$ cat config.mk
export PLATFORM = sky130hd
export DESIGN_NAME = peak_win_sched
export DESIGN_NICKNAME = d
export VERILOG_FILES = /design/src/rtl/peak_pkg.sv /design/src/rtl/peak_win_table.sv /design/src/rtl/peak_win_sched.sv
export SDC_FILE = /design/constraint.sdc
export NUM_CORES = 1
export LEC_CHECK = 0
export CORE_MARGIN = 8
export CORE_UTILIZATION = 35
export DETAILED_ROUTE_END_ITERATION = 12
export PLACE_DENSITY = 0.58
export REMOVE_ABC_BUFFERS = 1
export SLEW_MARGIN = 20
export SYNTH_ARGS = -nofsm -noshare
export SYNTH_HDL_FRONTEND = slang
export SYNTH_SLANG_ARGS = --single-unit
export TNS_END_PERCENT = 50
$ cat constraint.sdc
create_clock -name clk -period 3.5 [get_ports clk]
set_clock_uncertainty 0.1 [all_clocks]
set_input_delay 0.875 -clock clk [delete_from_list [all_inputs] [get_ports clk]]
set_output_delay 0.875 -clock clk [all_outputs]
set_load 0.03 [all_outputs]
$ cat src/rtl/peak_pkg.sv
// rtl/peak_pkg.sv - shared widths, table/result records and FSM encodings for the window scheduler
package peak_pkg;

  localparam int AW = 12;
  localparam int YW = 14;

  typedef struct packed {
    logic [AW-1:0] start;
    logic [AW-1:0] span;
    logic          en;
  } win_t;

  typedef struct packed {
    logic [AW-1:0] x;
    logic [YW-1:0] y;
    logic          valid;
  } res_t;

  localparam logic [2:0] S_IDLE   = 3'd0;
  localparam logic [2:0] S_SCAN   = 3'd1;
  localparam logic [2:0] S_ISSUE  = 3'd2;
  localparam logic [2:0] S_WAIT   = 3'd3;
  localparam logic [2:0] S_STORE  = 3'd4;
  localparam logic [2:0] S_FINISH = 3'd5;

  // A window may end exactly at the top of the sample RAM, hence the extra sum bit.
  function automatic logic win_in_range(input logic [AW-1:0] start, input logic [AW-1:0] span);
    logic [AW:0] sum;
    sum = {1'b0, start} + {1'b0, span};
    return sum <= {1'b1, {AW{1'b0}}};
  endfunction

endpackage

$ cat src/rtl/peak_win_table.sv
// rtl/peak_win_table.sv - host cfg table, per-frame shadow copy and issuability decode of one entry
module peak_win_table
  import peak_pkg::*;
#(
  parameter int NWIN = 4,
  localparam int IW = $clog2(NWIN)
) (
  input  logic          clk,
  input  logic          rst_n,
  input  logic          cfg_we,
  input  logic [IW-1:0] cfg_idx,
  input  logic [AW-1:0] cfg_start,
  input  logic [AW-1:0] cfg_span,
  input  logic          cfg_en,
  input  logic          snap,
  input  logic [IW-1:0] idx,
  output logic [AW-1:0] win_start,
  output logic [AW-1:0] win_span,
  output logic          issuable,
  output logic          range_err
);

  win_t cfg_tab [NWIN];
  win_t shd_tab [NWIN];
  win_t cur;
  logic in_range;

  // The snapshot copies the pre-write contents, so a write in the snapshot cycle lands in the next frame.
  always_ff @(posedge clk or negedge rst_n) begin
    if (!rst_n) begin
      for (int i = 0; i < NWIN; i++) begin
        cfg_tab[i] <= '0;
        shd_tab[i] <= '0;
      end
    end else begin
      if (snap) begin
        for (int i = 0; i < NWIN; i++) begin
          shd_tab[i] <= cfg_tab[i];
        end
      end
      if (cfg_we) begin
        cfg_tab[cfg_idx] <= '{start: cfg_start, span: cfg_span, en: cfg_en};
      end
    end
  end

  always_comb begin
    cur       = shd_tab[idx];
    in_range  = win_in_range(cur.start, cur.span);
    win_start = cur.start;
    win_span  = cur.span;
    issuable  = cur.en && (cur.span != '0) && in_range;
    range_err = cur.en && !in_range;
  end

endmodule

$ cat src/rtl/peak_win_sched.sv
// rtl/peak_win_sched.sv - issues enabled table windows to the peak engine per frame and banks the results
module peak_win_sched #(
  parameter int NWIN   = 4,
  parameter int AW     = 12,
  parameter int YW     = 14,
  parameter int TO_CYC = 4096,
  localparam int IW    = $clog2(NWIN)
) (
  input  logic          clk,
  input  logic          rst_n,
  input  logic          cfg_we,
  input  logic [IW-1:0] cfg_idx,
  input  logic [AW-1:0] cfg_start,
  input  logic [AW-1:0] cfg_span,
  input  logic          cfg_en,
  input  logic          frame_rdy,
  input  logic          err_clr,
  output logic          eng_start,
  output logic [AW-1:0] eng_ctr,
  output logic [AW-1:0] eng_span,
  input  logic          eng_done,
  input  logic          eng_pk_valid,
  input  logic [AW-1:0] eng_peak_x,
  input  logic [YW-1:0] eng_peak_y,
  input  logic [IW-1:0] res_rd_idx,
  output logic [AW-1:0] res_x,
  output logic [YW-1:0] res_y,
  output logic          res_valid,
  output logic          busy,
  output logic          frame_done,
  output logic          err_timeout,
  output logic          err_range,
  output logic          err_ovr
);
  import peak_pkg::*;

  localparam int CW = ($clog2(TO_CYC) > AW + 1) ? $clog2(TO_CYC) : AW + 1;
  localparam logic [CW-1:0] TO_LAST = CW'(TO_CYC - 1);

  logic [2:0]    state;
  logic [IW-1:0] idx;
  logic [CW-1:0] to_cnt;
  logic          lat_valid;
  logic [AW-1:0] lat_x;
  logic [YW-1:0] lat_y;
  res_t          bank [NWIN];

  logic          snap;
  logic          last;
  logic          timeout;
  logic          win_hold;
  logic          issuable;
  logic          range_err;
  logic [AW-1:0] win_start;
  logic [AW-1:0] win_span;

  assign snap     = (state == S_IDLE) && frame_rdy;
  assign last     = (idx == IW'(NWIN - 1));
  assign timeout  = (state == S_WAIT) && !eng_done && (to_cnt == TO_LAST);
  assign win_hold = (state == S_ISSUE) || (state == S_WAIT) || (state == S_STORE);

  assign eng_start  = (state == S_ISSUE);
  assign eng_ctr    = win_hold ? win_start : '0;
  assign eng_span   = win_hold ? win_span : '0;
  assign busy       = (state != S_IDLE);
  assign frame_done = (state == S_FINISH);

  peak_win_table #(.NWIN(NWIN)) u_table (
    .clk       (clk),
    .rst_n     (rst_n),
    .cfg_we    (cfg_we),
    .cfg_idx   (cfg_idx),
    .cfg_start (cfg_start),
    .cfg_span  (cfg_span),
    .cfg_en    (cfg_en),
    .snap      (snap),
    .idx       (idx),
    .win_start (win_start),
    .win_span  (win_span),
    .issuable  (issuable),
    .range_err (range_err)
  );

  always_ff @(posedge clk or negedge rst_n) begin
    if (!rst_n) begin
      state     <= S_IDLE;
      idx       <= '0;
      to_cnt    <= '0;
      lat_valid <= 1'b0;
      lat_x     <= '0;
      lat_y     <= '0;
      for (int i = 0; i < NWIN; i++) begin
        bank[i] <= '0;
      end
    end else begin
      case (state)
        S_IDLE: begin
          if (frame_rdy) begin
            idx   <= '0;
            state <= S_SCAN;
            for (int i = 0; i < NWIN; i++) begin
              bank[i].valid <= 1'b0;
            end
          end
        end
        S_SCAN: begin
          if (issuable) begin
            state <= S_ISSUE;
          end else if (last) begin
            state <= S_FINISH;
          end else begin
            idx <= idx + IW'(1);
          end
        end
        S_ISSUE: begin
          to_cnt <= '0;
          state  <= S_WAIT;
        end
        // A done arriving on the expiry cycle still counts as a real result.
        S_WAIT: begin
          if (eng_done) begin
            lat_valid <= eng_pk_valid;
            lat_x     <= eng_peak_x;
            lat_y     <= eng_peak_y;
            state     <= S_STORE;
          end else if (to_cnt == TO_LAST) begin
            lat_valid <= 1'b0;
            lat_x     <= '0;
            lat_y     <= '0;
            state     <= S_STORE;
          end else begin
            to_cnt <= to_cnt + CW'(1);
          end
        end
        S_STORE: begin
          bank[idx] <= '{x: lat_x, y: lat_y, valid: lat_valid};
          if (last) begin
            state <= S_FINISH;
          end else begin
            idx   <= idx + IW'(1);
            state <= S_SCAN;
          end
        end
        S_FINISH: state <= S_IDLE;
        default:  state <= S_IDLE;
      endcase
    end
  end

  always_ff @(posedge clk or negedge rst_n) begin
    if (!rst_n) begin
      res_x     <= '0;
      res_y     <= '0;
      res_valid <= 1'b0;
    end else begin
      res_x     <= bank[res_rd_idx].x;
      res_y     <= bank[res_rd_idx].y;
      res_valid <= bank[res_rd_idx].valid;
    end
  end

  // A new error in the clearing cycle survives the clear.
  always_ff @(posedge clk or negedge rst_n) begin
    if (!rst_n) begin
      err_timeout <= 1'b0;
      err_range   <= 1'b0;
      err_ovr     <= 1'b0;
    end else begin
      err_timeout <= timeout | (err_timeout & ~err_clr);
      err_range   <= ((state == S_SCAN) && range_err) | (err_range & ~err_clr);
      err_ovr     <= (frame_rdy && busy) | (err_ovr & ~err_clr);
    end
  end

endmodule

Word-level counts from Yosys, hierarchy flattened
Index checks and enable logic that the tools add are counted.
- add/subtract/negate cells: 3
- multipliers: 0
- div/mod/pow operators: 0
- magnitude comparators: 6
- eq/ne operators: 13
- shift operators: 0
- multiplexer cells: 39
- bitwise gates (word level): 10
- reductions and logical operators: 26
- operator list (kind ; count):
    $bwmux W108 ; 1
    $bwmux W100 ; 1
    $mux W27 ; 3
    $mux W25 ; 3
    $bmux W27 S2 ; 1
    $demux W27 S2 ; 1
    $bmux W25 S2 ; 1
    $demux W25 S2 ; 1
    $mux W12 ; 4
    $mux W14 ; 2
    $mux W13 ; 2
    $pmux W13 S2 ; 1
    $mux W3 ; 6
    $pmux W3 S5 ; 1
    $add A12 B12 Y13 ; 1
    $add A13 B1 Y13 const B ; 1
    $eq A13 B12 Y1 const B ; 1
    $le A13 B13 Y1 const B ; 1
    $reduce_bool A12 Y1 ; 1
    $logic_and A1 B1 Y1 ; 10
    $ge A3 B3 Y1 const B ; 3
    $not A2 Y3 ; 3
    $reduce_and A3 Y1 ; 3
    $ne A2 B2 Y1 const B ; 4
    other kinds (21) ; 41
- bits in registers: 383
- latch bits: 0
- bits in writable memories: 0
- bits in read-only memories: 0
- input bits: 62
- output and inout bits: 57
- logic and storage cells: 145
- memories kept: 0

Logic depth before layout (Yosys ltp)
Gate-level depths: netlist of run 1.
- depth in word-level cells: 10
- depth in mapped cells: 12

Modules after synthesis
From an unflattened synthesis of run 1, not the netlist that was laid out.
- cell total of the unflattened synthesis: 1076
- area total of the unflattened synthesis: 16422.0 µm²
- modules (own cells, without submodules) (module ; instances ; cells an instance ; area an instance (µm²) ; seq. area each (µm²)):
    peak_win_table ; 1 ; 545 ; 8605.8 ; 5004.8
    peak_win_sched ; 1 ; 531 ; 7816.2 ; 4579.4

Worst setup path after synthesis of run 1
Ideal clock, no wire load.
- path type: register -> register
- from: register idx[0]
- to: register idx[0]
- arrival: 3.650 ns
- slack: -0.377 ns
- stages on the path, launching flop included: 13
- buffers on the path: 2
- clock period less this slack: 3.877 ns
- path through: dfrtp_1 > buf_2 > clkbuf_1 > mux4_2 > ha_1 > a211oi_1 > nor2_1 > o31a_1 > a311oi_1 > xor2_1 > a31oi_2 > and4_4 > a311o_1
- word-level cells in the longest chain between the ends: 9
- elaborated cells on any way between the ends: 16
- classes of those cells: 2 x add/sub; 1 x order compare; 2 x eq/ne; 6 x mux; 1 x bitwise; 4 x reduce/logical
- ends and longest elaborated chain (item ; RTL line ; RTL):
    start: declaration ; peak_win_sched.sv:41 ; logic [IW-1:0] idx;
    start signal: assignment ; peak_win_sched.sv:112 ; idx <= idx + IW'(1);
    start signal: assignment ; peak_win_sched.sv:140 ; idx <= idx + IW'(1);
    $not A2 Y3 (implied by the code) ; peak_win_table.sv:48 ; cur = shd_tab[idx];
    $bmux W25 S2 ; peak_win_table.sv:48 ;
    $mux W25 (implied by the code) (2 in a row) ; peak_win_table.sv:48 ;
    $add A12 B12 Y13 / $reduce_bool A12 Y1 (equally long branches) ; peak_pkg.sv:29, peak_win_table.sv:52 ;
    $le A13 B13 Y1 / $logic_and A1 B1 Y1 (equally long branches) ; peak_pkg.sv:30, peak_win_table.sv:52 ;
    $logic_and A1 B1 Y1 ; peak_win_table.sv:52 ; issuable = cur.en && (cur.span != '0) && in_range;
    $ne A2 B2 Y1 (no source line) ; -- ;
    $reduce_and A3 Y1 (no source line) ; -- ;
Several ways; a longest one is shown, not always the timed one. The select of a mux whose other input is x is not followed.
A chain may end at the register's enable or synchronous reset.

Worst setup path after layout of run 1
Same ends and word-level chain as after synthesis.

==> reports/results.ini, run 1 <==
[outcome]
status=finished, violations left
violations=negative setup slack

[detailed_routing]
vias=9436
drt-total-wl_um=37000
antenna_left=0
vias_per_cell=5.02
drcViolationCount=0
drtPass1Iterations=4
drt_iter0_drc=446
wl_per_cell_um=19.7

[critical_path]
worstPathRequired_ns=3.84
crit_slowest_cell=mux4_2
path_buf_inv=3
path_common_cell=nor2_1
startpoint=idx[0]$_DFFE_PN0P_
arrival_ns=3.93
reg2reg_slack_ns=-0.09
cp_top_family=compound AO/OA/AOI/OAI gates
crit_fanout=7
cp_cell_sequence=buf_12 -> buf_4 -> mux4_2 -> ha_1 -> a211oi_2 -> nor2_1 -> o31a_1 -> a311oi_1 -> xor2_1 -> a31oi_2 -> buf_6 -> nor2_1 -> a311o_1
critPathKind=reg2reg
r2r_end=idx[0]$_DFFE_PN0P_
slowest_delay_ns=0.52
cp-end-kind=flop
rr_startpoint=idx[0]$_DFFE_PN0P_
worst_r2r_path_depth=13
cp-start-kind=flop

[yosys]
synth_compound_area_share_pct=4.01
synth_seq_cells=383
synth_top_family_by_area=multiplexers
synthSimpleGateAreaFrac_pct=4.02
netlist_area_mm2=0.0162
synth.area.top_cells=dfrtp_1 (59%), mux2_2 (21%), mux4_2 (7.2%)
synthXorXnorAreaFrac_pct=0.810
muxShareOfSynthArea_pct=28.7
yosys.area.top_type_share_pct=59.1
avgSynthCellArea_um2=15.3
synth.distinct_cells=55
synth_top_area_cell=dfrtp_1
synthFlopType=dfrtp_1
yosysSeqAreaShare_pct=59.1
synthCells=1059
synth_edf_count=0
synthAdderAreaFrac_pct=1.44
async_reset_ff_share_pct=100
yosysWarningCount=0

[placed_design]
finalWeightedCongestion=0.821
dp_hpwl_um=23900
numPortBuffers=118
post-place-ws_ns=-0.170
place_inst=1796

[sta]
setup_slack_ns=-0.0883
post-route-period-util_pct=103
min_period_ns=3.59
clock.fmax_mhz=279
setup_viol=3
slew_headroom_pct=51.7
maxSlewViolCount=0
tightest_slew_ns=0.725
hold_viol=0
rsz0062_at_grt=yes

[clocking]
cts_root_buf=clkbuf_16
clock_latency_ns=0.56
cts_made_buffers=43
clockBufferDepth=3
clk_pin_slew_ns=0.06
cts_tree=done
holdBufCountCts=0
clock-sinks=383
htreeDepth=2

[die]
coreArea_mm2=0.0462
die_x_um=231
dieHeight_um=231
dieArea_mm2=0.0535
start_util_pct=35.1
num_rows=79
pin_count=119

[final_layout]
multi_input_area_mm2=0.00643
nFillCells=4107
syn2layout_area_growth_pct=24.3
layoutNonFillerInstCount=1878
seqCellArea_mm2=0.00959
fin_nets=1316
drive_gt1_share_pct=43.2

[pwr]
p_leak_nw=8.89
p_per_area_mw_per_mm2=969
vdd_drop_max_uv=529
fin_total_pwr_w=0.0195

[global_routing]
grt_max_degree=84
grt_pass1_wl_um=60400
first_global_vias=10198
grtUsageTotal_pct=14.2
grt_remaining_overflow=0
antenna_found_initial=2

[run]
drv_cap=0

[min_path]
worstHoldPathType=in2async

==> logic make-up after synthesis <==
logic type	after synthesis
flip-flops	383
AO/OA/AOI/OAI	87
adder cells (fa/ha/maj)	18
AND/OR/NAND/NOR	120
multiplexers	362
XOR/XNOR	15
buffers and inverters	74
==> placed cells by master (no fill, tap or decap), drive strengths merged, types with 4 or more instances in the layout <==
master         instances
dfrtp                383
mux2                 305
buf                   95
clkdlybuf4s50         92
clkbuf                55
mux4                  52
a22o                  27
nor2b                 25
nor2                  24
nand2                 18
ha                    17
inv                   16
o21ai                 14
clkinv                14
a21oi                 13
xor2                  11
nand3                  8
bufinv                 7
nor3                   7
nor4                   7
and3                   6
or3                    5
mux2i                  5
and2                   4
nand3b                 4
xnor2                  4
a211oi                 4
==> worst max-delay path by stage <==
stage / endpoint / slack, ns / cells past startpoint
2_1_floorplan: u_table.shd_tab[0]$_DFFE_PN0P_ / -2.69 / 3
3_3_place_gp: state[1]$_DFFE_PN0P_ / -0.13 / 12
3_5_place_dp: state[1]$_DFFE_PN0P_ / -0.17 / 12
4_1_cts: state[1]$_DFFE_PN0P_ / -0.11 / 13
5_1_grt: idx[0]$_DFFE_PN0P_ / -0.27 / 13
6_report: idx[0]$_DFFE_PN0P_ / -0.09 / 13
==> metal layers <==
layer  GRT usage (%)  routed length [µm]  vias up
li1                -                   -     4255
met2            22.8               17900      119
met1            19.4               17100     5002
met5               0                  12        -
met3            3.02                1330       58
met4            3.94                 760        2
==> state kept, by name, summed over array words and instances (netlist names), 2 cells and up <==
signal,count
res_y,14
lat_x,12
bank,108
state,3
to_cnt,13
lat_y,14
res_x,12
u_table.cfg_tab,100
idx,2
u_table.shd_tab,100
==> where the power goes <==
part           total (W)  switching [W]  internal (W)
Clock            0.00482        0.00184       0.00297
Combinational    0.00783        0.00362       0.00420
Sequential       0.00688       0.000935       0.00595
Total             0.0195        0.00640        0.0131
==> per-stage QoR <==
| stage | hold slack [ns] | cell area [µm²] | utilization [%] | TNS, ns |
|---|---|---|---|---|
| after floorplan | 0.374 | 16000 | - | -327.46 |
| after global placement | 0.380 | 18500 | 40.1 | -0.277 |
| after detailed placement | 0.386 | 18500 | 40.1 | -0.582 |
| after CTS | 0.239 | 20100 | 43.5 | -0.328 |
| after global routing | 0.261 | 20100 | 43.7 | -1.12 |
| final | 0.214 | 20200 | 43.7 | -0.188 |
==> cells in the mapped netlist, types with 6 or more instances <==
cell type,n
dfrtp_1,383
and3_1,6
mux2_2,305
nor2_1,24
mux4_2,52
a22o_1,27
clkbuf_1,36
buf_2,20
nand2_1,18
o21ai_0,14
nor3_1,7
nor2b_1,25
a21oi_1,13
xor2_1,11
ha_1,17
nand3_1,8
inv_1,15
nor4_1,6
==> timing repair <==
| action | in CTS | in global routing |
|---|---|---|
| pin swaps | 3 | 4 |
| gates resized for setup | 10 | 14 |
| setup buffers | 0 | 2 |
| setup endpoints to repair | 10 | 15 |
==> cell type report <==
cell class	count	share of cell area, %
Multi-Input combinational cell	602	31.9
Clock inverter	24	1.56
Clock buffer	54	6.00
Tap cell	607	3.77
Timing Repair Buffer	191	8.88
Inverter	15	0.279
Antenna cell	2	0.0248
Sequential cell	383	47.6
(Power assumes the default switching activity.)
==> run 2, diff against run 1 <==
- GPL_TIMING_DRIVEN: default -> 0
- HOLD_SLACK_MARGIN: default -> 0.06
- SLEW_MARGIN: 20 -> default
==> run 2 against run 1 <==
  * The run still ends with negative setup slack left
  * Worst hold slack worse by 0.070 ns
  * Critical path depth down 1
  * Die area unchanged
  * Worst setup slack worse by 0.096 ns
  * Combinational power up 3.6%
  * Global-route usage down 0.24 points
  * Critical path type unchanged
  * Critical endpoint unchanged
==> reports/results.ini, run 2 (same netlist as run 1, synthesis figures left out) <==
[outcome]
status=finished, violations left
violations=negative setup slack

[final_layout]
multi_input_area_mm2=0.00654
nFillCells=4142
syn2layout_area_growth_pct=24.6
postLayoutCoreUtil_pct=43.8
drive_gt1_share_pct=42.3
regMostFlops=bank
mostFrequentLayoutCells=dfrtp_1 (379), mux2_2 (305), clkdlybuf4s50_1 (91)
largest_register_ffs=108
top_regs=bank (108), u_table.cfg_tab (100), u_table.shd_tab (100)
layout.cells.most_common=dfrtp_1
seqCellArea_mm2=0.00959
fin_nets=1302

[die]
pin_count=119
start_util_pct=35.1
dieHeight_um=231
dieArea_mm2=0.0535
coreArea_mm2=0.0462
num_rows=79
die_x_um=231

[placed_design]
finalWeightedCongestion=0.754
numPortBuffers=118
dp_hpwl_um=23000

[clocking]
cts_root_buf=clkbuf_16
clock-sinks=383
cts_made_buffers=43
cts_tree=done
clockBufferDepth=3
holdBufCountCts=0
clk_pin_slew_ns=0.06
clock_latency_ns=0.56
htreeDepth=2

[pwr]
intPower_w=0.0128
p_per_area_mw_per_mm2=955
power_frac_seq_pct=35.5
clockPowerShare_pct=22.5
p_sw_w=0.00652
comb_power_share_pct=42.0
p_leak_nw=8.82
swShare_pct=33.8
vdd_drop_max_uv=473

[detailed_routing]
drt_iter0_drc=450
drcViolationCount=0
drt-total-wl_um=36600
wl_per_cell_um=19.7
antenna_left=0
vias=9395
drtPass1Iterations=5
vias_per_cell=5.05

[sta]
setup_viol=6
clock.fmax_mhz=271
whs_ns=0.144
maxSlewViolCount=0
hold_viol=0
rsz0062_at_grt=yes
min_period_ns=3.68
post-route-period-util_pct=105
tightest_slew_ns=0.902
setup_slack_ns=-0.184
slew_headroom_pct=39.9

[global_routing]
antenna_found_initial=1
grt_max_degree=123
grt_pass1_wl_um=59500
grt_remaining_overflow=0
first_global_vias=10264
grtUsageTotal_pct=14.0

[run]
drv_cap=0

[critical_path]
crit_fanout=7
worstPathRequired_ns=3.83
arrival_ns=4.02
slowest_delay_ns=0.56
critPathKind=reg2reg
cp-start-kind=flop
crit_slowest_cell=mux4_2
cp_cell_sequence=buf_12 -> mux4_2 -> ha_4 -> fa_2 -> buf_4 -> xor2_1 -> nor4_1 -> nand3b_1 -> nor4_4 -> a31oi_4 -> and4_4 -> a311o_1
cp-end-kind=flop

[min_path]
worstHoldPathType=in2async

[run 2: power groups by stage]
stage | Combinational (W) | Clock (W) | Sequential [W]
floorplan | 0.00475 | 0 | 0.00687
finish | 0.00811 | 0.00435 | 0.00684
CTS | 0.00790 | 0.00450 | 0.00685
global route | 0.00878 | 0.00467 | 0.00706
detailed placement | 0.00679 | 0 | 0.00699
global placement | 0.00664 | 0 | 0.00701
[run 2: what timing repair did]
action                                  CTS  global route
pin swaps                                24            12
gates resized for setup                  70            13
buffers inserted                         30             3
endpoints found under the setup margin   31            14
cloned                                    1             0
[run 2: critical path: cells and delay by family, from the launching register on]
kind / cells / cell delay, ns
AND/OR/NAND/NOR: 4 / 0.93
adder cells (fa/ha/maj): 2 / 0.58
multiplexers: 1 / 0.56
buffers and inverters: 2 / 0.28
flip-flops: 1 / 0.48
AO/OA/AOI/OAI: 2 / 0.48
XOR/XNOR: 1 / 0.13
[run 2: final cells by class]
type / instances / area share, %
clock buffers: 61 / 6.01
flip-flops and latches: 383 / 47.5
diodes: 1 / 0.0124
multi-input cells: 602 / 32.4
repair buffers: 177 / 9.38
inverters: 15 / 0.279
clock inverters: 13 / 0.681
well taps: 607 / 3.76
[run 2: final timing paths]
check / startpoint / endpoint / slack, ns / depth (start not counted)
max reg2reg: idx[0]$_DFFE_PN0P_ / idx[0]$_DFFE_PN0P_ / -0.18 / 12
min in group clk: u_table.cfg_tab[81]$_DFFE_PN0P_ / u_table.shd_tab[81]$_DFFE_PN0P_ / 0.40 / 1
max: idx[0]$_DFFE_PN0P_ / idx[0]$_DFFE_PN0P_ / -0.18 / 12
min reg2reg: u_table.cfg_tab[81]$_DFFE_PN0P_ / u_table.shd_tab[81]$_DFFE_PN0P_ / 0.40 / 1
min: rst_n / bank[57]$_DFFE_PN0P_ / 0.14 / 1
max in group asynchronous: rst_n / u_table.shd_tab[42]$_DFFE_PN0P_ / 1.63 / 3
[run 2: per-stage QoR]
step	instance area, µm²	power (W)	std cells	setup WS (ns)	setup TNS, ns
after floorplan	16000	0.0116	1000	-2.69	-327.46
after global placement	17900	0.0136	1725	-15.25	-6793.38
after detailed placement	18300	0.0138	1750	-0.799	-5.34
after CTS	20100	0.0192	1855	-0.157	-0.514
after global routing	20200	0.0205	1858	-0.289	-1.41
final	20200	0.0193	1859	-0.184	-0.654
[run 2: layer usage]
| metal | vias up | track usage, % | part of all wire (%) |
|---|---|---|---|
| met5 | - | 0 | 0 |
| met4 | 0 | 4.97 | 2.5 |
| met3 | 56 | 2.47 | 3.3 |
| met2 | 129 | 23.1 | 49 |
| met1 | 4996 | 18.3 | 45 |
| li1 | 4214 | - | - |
==> run 3, diff against run 2 <==
- CORE_UTILIZATION: 35 -> 45
- PLACE_DENSITY: 0.58 -> 0.7
==> run 3 against run 2 <==
  * Utilization up 12 points
  * Non-clock buffer count down 7
  * Power down 1.8%
  * Critical path depth rose by 2
  * Worst hold slack got worse by 0.028 ns
  * The run still ends with negative setup slack left
==> reports/results.ini, run 3 (same netlist as run 1, synthesis figures left out) <==
[sta]
setup_viol=6
rsz0062_at_grt=yes
post-route-period-util_pct=107
setup_slack_ns=-0.242
clock.fmax_mhz=267
tightest_slew_ns=0.993
min_period_ns=3.74
hold_viol=0
slew_headroom_pct=33.5
whs_ns=0.117
maxSlewViolCount=0

[critical_path]
cp-start-kind=flop
cp-end-kind=flop
critPathKind=reg2reg
arrival_ns=4.07
worst_r2r_path_depth=14
worstPathRequired_ns=3.83
crit_fanout=6

[detailed_routing]
antenna_left=0
vias=9325
drcViolationCount=0
wl_per_cell_um=20.3
drtPass1Iterations=5
vias_per_cell=5.46
drt_iter0_drc=433
drt-total-wl_um=34700

[pwr]
p_leak_nw=8.76
vdd_drop_max_uv=621
p_per_area_mw_per_mm2=952

[global_routing]
grtUsageMet1_pct=22.5
first_global_vias=10163
grtUsageMet2_pct=27.4
grtUsageTotal_pct=16.7
grt_pass1_wl_um=56500
antenna_found_initial=1
busiest_layer=met2
met3_usage_pct=2.79
grt_max_degree=121
grt_remaining_overflow=0

[placed_design]
place_inst=1602
dp_hpwl_um=22000
finalWeightedCongestion=0.800
numPortBuffers=118
post_dp_cell_area_mm2=0.0181
post-place-ws_ns=-0.822

[final_layout]
nFillCells=2821
fin_nets=1294
mostFrequentLayoutCells=dfrtp_1 (381), mux2_2 (305), clkdlybuf4s50_1 (91)
layoutNonFillerInstCount=1708
regMostFlops=bank
fin_area_mm2=0.0199
largest_register_ffs=108
antenna_cells=0
syn2layout_area_growth_pct=22.7
layout.cells.most_common=dfrtp_1
drive_gt1_share_pct=41.3
top_regs=bank (108), u_table.cfg_tab (100), u_table.shd_tab (100)

[clocking]
cts_root_buf=clkbuf_16
holdBufCountCts=0
clk_pin_slew_ns=0.06
clockBufferDepth=3
cts_tree=done
htreeDepth=2
clock_latency_ns=0.54
cts_made_buffers=42
clock-sinks=383

[run]
drv_cap=0

[die]
coreArea_mm2=0.0355
die_x_um=206
pin_count=119
dieArea_mm2=0.0423
start_util_pct=45.7
dieHeight_um=206
num_rows=69

[outcome]
status=finished, violations left
violations=negative setup slack

[min_path]
worstHoldPathType=in2async

==> run 3: cell count changes in the layout (fill, tap and decap cells not counted), sizes merged, moves of 4 or more <==
cell           change
clkdlybuf4s15      +7
clkbuf             +8
dlygate4sd2        -7
inv                -4
buf                -9
==> run 3: area by class of cell <==
type                            count  area [µm²]  area share (%)
Tap cell                          461         577            2.90
Multi-Input combinational cell    602        6470            32.5
Clock buffer                       67        1280            6.41
Timing Repair Buffer              170        1820            9.14
Inverter                           15        56.3           0.283
Sequential cell                   383        9590            48.2
Clock inverter                     10         109           0.547
==> run 3: path summary, 6_finish.rpt <==
| kind | startpoint | endpoint | slack, ns |
|---|---|---|---|
| worst max-delay path | idx[0]$_DFFE_PN0P_ | idx[1]$_DFFE_PN0P_ | -0.24 |
| worst min-delay path | rst_n | u_table.shd_tab[29]$_DFFE_PN0P_ | 0.12 |
| worst max register to register | idx[0]$_DFFE_PN0P_ | idx[1]$_DFFE_PN0P_ | -0.24 |
| worst min register to register | u_table.cfg_tab[49]$_DFFE_PN0P_ | u_table.shd_tab[49]$_DFFE_PN0P_ | 0.40 |
| max in group asynchronous | rst_n | idx[1]$_DFFE_PN0P_ | 1.68 |
| min in group clk | u_table.cfg_tab[49]$_DFFE_PN0P_ | u_table.shd_tab[49]$_DFFE_PN0P_ | 0.40 |
==> run 3: stage by stage <==
| stage | setup TNS [ns] | util (%) | total power (W) |
|---|---|---|---|
| 2_1_floorplan | -327.46 | - | 0.0116 |
| 6_report | -1.17 | 56.1 | 0.0189 |
| 5_1_grt | -2.25 | 56.1 | 0.0201 |
| 3_5_place_dp | -4.44 | 51.1 | 0.0137 |
| 3_3_place_gp | -6589.56 | 49.9 | 0.0135 |
| 4_1_cts | -0.843 | 55.8 | 0.0188 |
==> run 3: routing by layer <==
layer  part of all wire [%]  vias up
met1                     45     4926
met5                  0.037        -
met4                    2.2        2
met3                    3.5       53
li1                       -     4197
met2                     49      147
==> run 3: power by group <==
group	total [W]	leakage (nW)	switching [W]	internal (W)
Sequential	0.00683	4.84	0.000885	0.00595
Clock	0.00431	0.669	0.00173	0.00258
Combinational	0.00779	3.26	0.00373	0.00406
==> run 3: critical path, stage by stage (launching register included) <==
cell and delay, ns:
dfrtp_4 0.53, buf_12 0.15, mux4_2 0.49, ha_4 0.21, fa_2 0.39, a21oi_2 0.13, o22a_1 0.19, buf_6 0.11
or3_1 0.09, nand4_1 0.13, nor4_4 0.36, a31oi_4 0.18, buf_4 0.18, o211a_1 0.21, o211ai_1 0.19
==> run 3: repair_timing <==
| action | CTS | global route |
|---|---|---|
| pin swaps | 17 | 4 |
| buffers inserted | 21 | 7 |
| setup endpoints to repair | 31 | 23 |
| resized for setup | 71 | 9 |
